===== src/rtl/reflet_gpio_int_periph.sv =====
// rtl/reflet_gpio_int_periph.sv - 16-bit GPIO with edge interrupts and a 3-source interrupt mux
module reflet_gpio_int_periph #(
  parameter int                       base_addr_size = 7,
  parameter logic [base_addr_size-1:0] gpio_base     = 7'h00,
  parameter logic [base_addr_size-1:0] int_base      = 7'h08
) (
  input  logic                      clk,
  input  logic                      reset,
  input  logic                      enable,
  input  logic [base_addr_size-1:0] addr,
  input  logic                      write_en,
  input  logic [7:0]                data_in,
  output logic [7:0]                data_out,
  input  logic [15:0]               gpi,
  output logic [15:0]               gpo,
  input  logic                      uart_int_in,
  input  logic                      timer_int_in,
  output logic                      gpio_int,
  output logic [3:0]                cpu_int
);

  localparam logic [base_addr_size-1:0] gpio_span = base_addr_size'(8);
  localparam logic [base_addr_size-1:0] int_span  = base_addr_size'(3);

  logic [15:0] sync_a;
  logic [15:0] sync_now;
  logic [15:0] sync_prev;
  logic [15:0] mask;
  logic [15:0] pending;
  logic [7:0]  route_gpio;
  logic [7:0]  route_uart;
  logic [7:0]  route_timer;

  logic [base_addr_size-1:0] goff;
  logic [base_addr_size-1:0] ioff;
  logic                      gpio_hit;
  logic                      int_hit;
  logic                      wr;
  logic [15:0]               rise;
  logic [15:0]               w1c;
  logic [7:0]                route_wdata;

  // Window decode: offsets wrap below the base, so a single unsigned compare bounds each window.
  always_comb begin
    goff     = addr - gpio_base;
    ioff     = addr - int_base;
    gpio_hit = enable && (goff < gpio_span);
    int_hit  = enable && (ioff < int_span);
    wr       = write_en;
    rise     = sync_now & ~sync_prev;
    route_wdata = {data_in[7], 5'b00000, data_in[1:0]};
    w1c = 16'h0000;
    if (gpio_hit && wr && goff[2:0] == 3'd6) w1c[7:0]  = data_in;
    if (gpio_hit && wr && goff[2:0] == 3'd7) w1c[15:8] = data_in;
  end

  // Input synchronizer plus the delayed copy used for rising-edge detection.
  always_ff @(posedge clk or negedge reset) begin
    if (!reset) begin
      sync_a    <= 16'h0000;
      sync_now  <= 16'h0000;
      sync_prev <= 16'h0000;
    end else begin
      sync_a    <= gpi;
      sync_now  <= sync_a;
      sync_prev <= sync_now;
    end
  end

  // GPIO register writes; a new edge wins over a simultaneous write-1-to-clear.
  always_ff @(posedge clk or negedge reset) begin
    if (!reset) begin
      gpo     <= 16'h0000;
      mask    <= 16'h0000;
      pending <= 16'h0000;
    end else begin
      if (gpio_hit && wr) begin
        case (goff[2:0])
          3'd2:    gpo[7:0]   <= data_in;
          3'd3:    gpo[15:8]  <= data_in;
          3'd4:    mask[7:0]  <= data_in;
          3'd5:    mask[15:8] <= data_in;
          default: ;
        endcase
      end
      pending <= (pending & ~w1c) | (rise & mask);
    end
  end

  // Route registers keep only the enable bit and the 2-bit target line.
  always_ff @(posedge clk or negedge reset) begin
    if (!reset) begin
      route_gpio  <= 8'h00;
      route_uart  <= 8'h00;
      route_timer <= 8'h00;
    end else if (int_hit && wr) begin
      case (ioff[1:0])
        2'd0:    route_gpio  <= route_wdata;
        2'd1:    route_uart  <= route_wdata;
        2'd2:    route_timer <= route_wdata;
        default: ;
      endcase
    end
  end

  // Combinational read mux; zero when unselected so the bus can OR peripherals together.
  always_comb begin
    data_out = 8'h00;
    if (gpio_hit) begin
      case (goff[2:0])
        3'd0: data_out = sync_now[7:0];
        3'd1: data_out = sync_now[15:8];
        3'd2: data_out = gpo[7:0];
        3'd3: data_out = gpo[15:8];
        3'd4: data_out = mask[7:0];
        3'd5: data_out = mask[15:8];
        3'd6: data_out = pending[7:0];
        3'd7: data_out = pending[15:8];
        default: data_out = 8'h00;
      endcase
    end else if (int_hit) begin
      case (ioff[1:0])
        2'd0:    data_out = route_gpio;
        2'd1:    data_out = route_uart;
        2'd2:    data_out = route_timer;
        default: data_out = 8'h00;
      endcase
    end
  end

  // Interrupt outputs: each enabled source ORs onto its selected CPU line.
  always_comb begin
    gpio_int = |(pending & mask);
    cpu_int  = 4'b0000;
    for (int i = 0; i < 4; i++) begin
      if (gpio_int && route_gpio[7] && route_gpio[1:0] == 2'(i))
        cpu_int[i] = 1'b1;
      if (uart_int_in && route_uart[7] && route_uart[1:0] == 2'(i))
        cpu_int[i] = 1'b1;
      if (timer_int_in && route_timer[7] && route_timer[1:0] == 2'(i))
        cpu_int[i] = 1'b1;
    end
  end

endmodule


===== config.mk =====
export PLATFORM = sky130hd
export DESIGN_NAME = reflet_gpio_int_periph
export DESIGN_NICKNAME = d
export VERILOG_FILES = /design/src/rtl/reflet_gpio_int_periph.sv
export SDC_FILE = /design/constraint.sdc
export NUM_CORES = 1
export LEC_CHECK = 0
export BUFFER_PORTS_ARGS = -buffer_cell sky130_fd_sc_hd__buf_2
export CAP_MARGIN = 20
export CELL_PAD_IN_SITES_DETAIL_PLACEMENT = 0
export CELL_PAD_IN_SITES_GLOBAL_PLACEMENT = 2
export CORE_MARGIN = 2
export CORE_UTILIZATION = 41
export DETAILED_ROUTE_END_ITERATION = 16
export PLACE_DENSITY = 0.95
export SLEW_MARGIN = 30
export SYNTH_ARGS = -nofsm -noshare
export SYNTH_HDL_FRONTEND = slang
export SYNTH_SLANG_ARGS = --single-unit
export TNS_END_PERCENT = 50

===== constraint.sdc =====
create_clock -name clk -period 2.07 [get_ports clk]
set_clock_uncertainty 0.05 [all_clocks]
set_input_delay 0 -clock clk [delete_from_list [all_inputs] [get_ports clk]]
set_output_delay 0 -clock clk [all_outputs]
set_load 0.01 [all_outputs]

==> impl_metrics.py <==
metrics = {
    "synthesis": {
        "synth_compound_area_share_pct": 11.79,
        "muxShareOfSynthArea_pct": 15.63,
        "synth_top_area_share_pct": 59.66,
        "seq_area_frac_synth_pct": 59.66,
        "synth_top_family_by_area": "multiplexers",
        "syn_area_um2": 4404,
        "synth.area.top_cells": "dfrtp_1 (60%), mux2_2 (11%), mux2i_1 (3.9%)",
        "yosysUniqueCellTypes": 42,
        "yosysTopAreaCell": "dfrtp_1",
        "syn_inst": 336,
        "synth-xor-area-share_pct": 0,
        "mappedNetlistNets": 373,
        "yosysWarnings": 0,
        "synth-seq-cells": 105,
        "synth_simple_gate_area_share_pct": 11.08,
        "synth.avg_cell_area_um2": 13.11,
        "synth_fa_ha_area_share_pct": 0,
    },
    "drt": {
        "postRouteWirelength_mm": 11.20,
        "wl_per_cell_um": 19.15,
        "dr.pass1.iters": 4,
        "dr_total_vias": 3276,
        "drt_iter0_markers": 176,
        "avgViaCountPerCell": 5.600,
        "antenna_left": 0,
        "drc": 0,
    },
    "placed_design": {
        "dpl.hpwl_mm": 7.987,
        "routabilityCongestion": 0.8607,
        "dp_cells": 544,
        "io_buffers": 65,
    },
    "timing": {
        "tightest_slew_ns": 0.6169,
        "rsz0062_at_grt": "no",
        "drv_slew": 0,
        "finalSetupViolCount": 0,
        "relSlewSlack_pct": 58.87,
        "final.min_clock_period_ns": 1.933,
        "hold_viol_final": 0,
        "fmax_mhz": 517.4,
        "period_share_pct": 93.37,
        "setup_tns_ns": 0,
    },
    "power": {
        "leakagePower_uw": 0.002492,
        "power.share.switching_pct": 26.97,
        "switchingPower_uw": 1051,
        "p_seq_share_pct": 57.3,
        "ir_worst_vdd_v": 0.0003932,
        "p_clk_share_pct": 31.5,
        "powerDensity_nw_per_um2": 714.9,
        "pwr-share-comb_pct": 11.3,
        "power.internal_uw": 2848,
    },
    "layout": {
        "nets": 481,
        "antenna_cells": 0,
        "syn2layout_area_growth_pct": 23.84,
        "stdcell_count": 585,
        "drive_gt1_share_pct": 34.30,
    },
    "global_routing": {
        "grt_pass1_wl_mm": 17.70,
        "grt_max_degree": 47,
        "overflow": 0,
        "first_global_vias": 3229,
        "grt_antenna_before_repair": 0,
        "grt_util_all_layers_pct": 20.49,
    },
    "setup_path": {
        "critPathKind": "reg2out",
        "cp.required_ns": 2.02,
        "cp.arrival_ns": 1.88,
        "cp-start-kind": "flop",
        "cp_max_fo": 5,
        "critPathLaunch": "mask[6]",
        "crit_path_end_kind": "primary output",
        "reg2reg_from": "route_gpio[1]",
    },
    "cts": {
        "clock_latency_ns": 0.39,
        "cts_tree": "yes",
        "path_clk_slew_ns": 0.11,
        "clk_path_buf_depth": 2,
        "cts-root-buf": "clkbuf_8",
        "htreeDepth": 3,
        "cts_made_buffers": 9,
        "clock-sinks": 105,
    },
    "floorplan": {
        "pin_count": 66,
        "dieArea_um2": 11590,
        "std_cell_rows": 37,
        "start_util_pct": 42.47,
        "core-area_um2": 10370,
        "fp.dieH_um": 107.6,
        "die_w_um": 107.6,
    },
    "status": {
        "outcome": "finished clean",
    },
    "hold_path": {
        "min-delay-start": "addr[0]",
        "worstHoldPathType": "in2reg",
    },
    "flow_run": {
        "maxCapViolCount": 0,
    },
}
==> cells in the mapped netlist, drive strengths merged <==
cell     number
a211oi        3
a21oi         4
a221oi        7
a22o          6
a22oi         3
a31oi         2
a32oi         1
and3          1
and3b         1
and4          1
buf           9
clkbuf        3
clkinv        1
dfrtp       105
inv           6
mux2         42
mux2i        17
mux4          2
nand2        28
nand2b        5
nand3        22
nand3b        1
nand4         1
nor2         10
nor2b         5
nor3          3
nor3b         3
nor4          1
nor4b         2
o211a         1
o211ai        1
o21ai         9
o221a         1
o221ai        4
o22a          3
o22ai         3
o2bb2ai      17
o31ai         1
o41ai         1
==> worst max-delay path: stages (launching register included) <==
cell	delay, ns
dfrtp_1	0.44
a22o_1	0.26
a221oi_2	0.25
and4_4	0.32
o21ai_0	0.09
buf_2	0.14
==> through the flow <==
stage | setup slack [ns] | hold WS [ns] | utilization, % | total power (uW) | cell area [um^2]
2_1_floorplan | 0.5429 | -0.3456 | - | 2450 | 4404
3_3_place_gp | 0.2698 | 0.001370 | 48.24 | 2654 | 5002
3_5_place_dp | 0.2045 | 0.01504 | 48.24 | 2668 | 5002
4_1_cts | 0.01328 | 0.08939 | 52.53 | 3932 | 5448
5_1_grt | 0.03376 | 0.1314 | 52.59 | 4066 | 5454
6_report | 0.1372 | 0.1039 | 52.59 | 3899 | 5454
==> kinds of logic after synthesis <==
group,count (synthesis)
buffers and inverters,19
and+or+nand+nor,84
muxes,61
DFF,105
AOI/OAI and AO/OA,67
==> repair_timing <==
item                       CTS  global route
cloned                       0             0
buffers inserted             0             0
pin swaps                    0             0
setup endpoints to repair    4             4
hold buffers                25             0
gates resized for setup      3             1
hold endpoints to repair   107             0
==> flip-flops by register name, summed over array words and instances (netlist names) <==
name	count
sync_prev	16
sync_a	16
sync_now	16
pending	16
mask	16
route_timer	3
route_uart	3
route_gpio	3
gpo	16
==> placed cells by master (no fill, tap or decap), drive strengths merged, types with 2 or more instances in the layout <==
cell type    Yosys  routed
a211oi           3       3
a21oi            4       4
a221oi           7       7
a22o             6       6
a22oi            3       3
a31oi            2       2
buf              9      84
clkbuf           3      11
clkinv           1       2
dfrtp          105     105
dlygate4sd3      0      25
inv              6       9
mux2            42      42
mux2i           17      17
mux4             2       2
nand2           28      28
nand2b           5       5
nand3           22      22
nor2            10      10
nor2b            5       5
nor3             3       3
nor3b            3       3
nor4b            2       2
o21ai            9       9
o221ai           4       4
o22a             3       3
o22ai            3       3
o2bb2ai         17      17
==> area by class of cell <==
| cell class | count | area [um^2] |
|---|---|---|
| Timing Repair Buffer | 109 | 733.2 |
| Clock buffer | 11 | 141.4 |
| Multi-Input combinational cell | 212 | 1710 |
| Sequential cell | 105 | 2628 |
| Clock inverter | 5 | 45.04 |
| Inverter | 7 | 26.28 |
| Fill cell | 947 | 4916 |
| Tap cell | 136 | 170.2 |
==> layer usage <==
layer | track usage (%) | vias to the layer above | share of wire (%)
met2 | 33.11 | 97 | 49
li1 | - | 1472 | -
met4 | 5.586 | 0 | 1.3
met5 | 0 | - | 0
met3 | 4.782 | 12 | 6.2
met1 | 27.85 | 1695 | 44
==> power by group through the flow <==
stage / Combinational (uW) / Clock (uW) / Sequential, uW
after floorplan: 202 / 0 / 2250
after global placement: 389 / 0 / 2260
after global routing: 479 / 1340 / 2250
final: 440 / 1230 / 2230
after CTS: 444 / 1260 / 2230
after detailed placement: 398 / 0 / 2270
==> final timing paths <==
check	endpoint	cells after the start	slack [ns]
setup / recovery	cpu_int[2]	5	0.14
hold / removal	pending[15]	3	0.10
setup reg to reg	route_gpio[1]	1	1.17
hold reg to reg	sync_now[10]	0	0.30
max in group asynchronous	sync_a[3]	3	1.21
min in group asynchronous	pending[5]	2	0.11
Power figures use the tool's default switching activity.
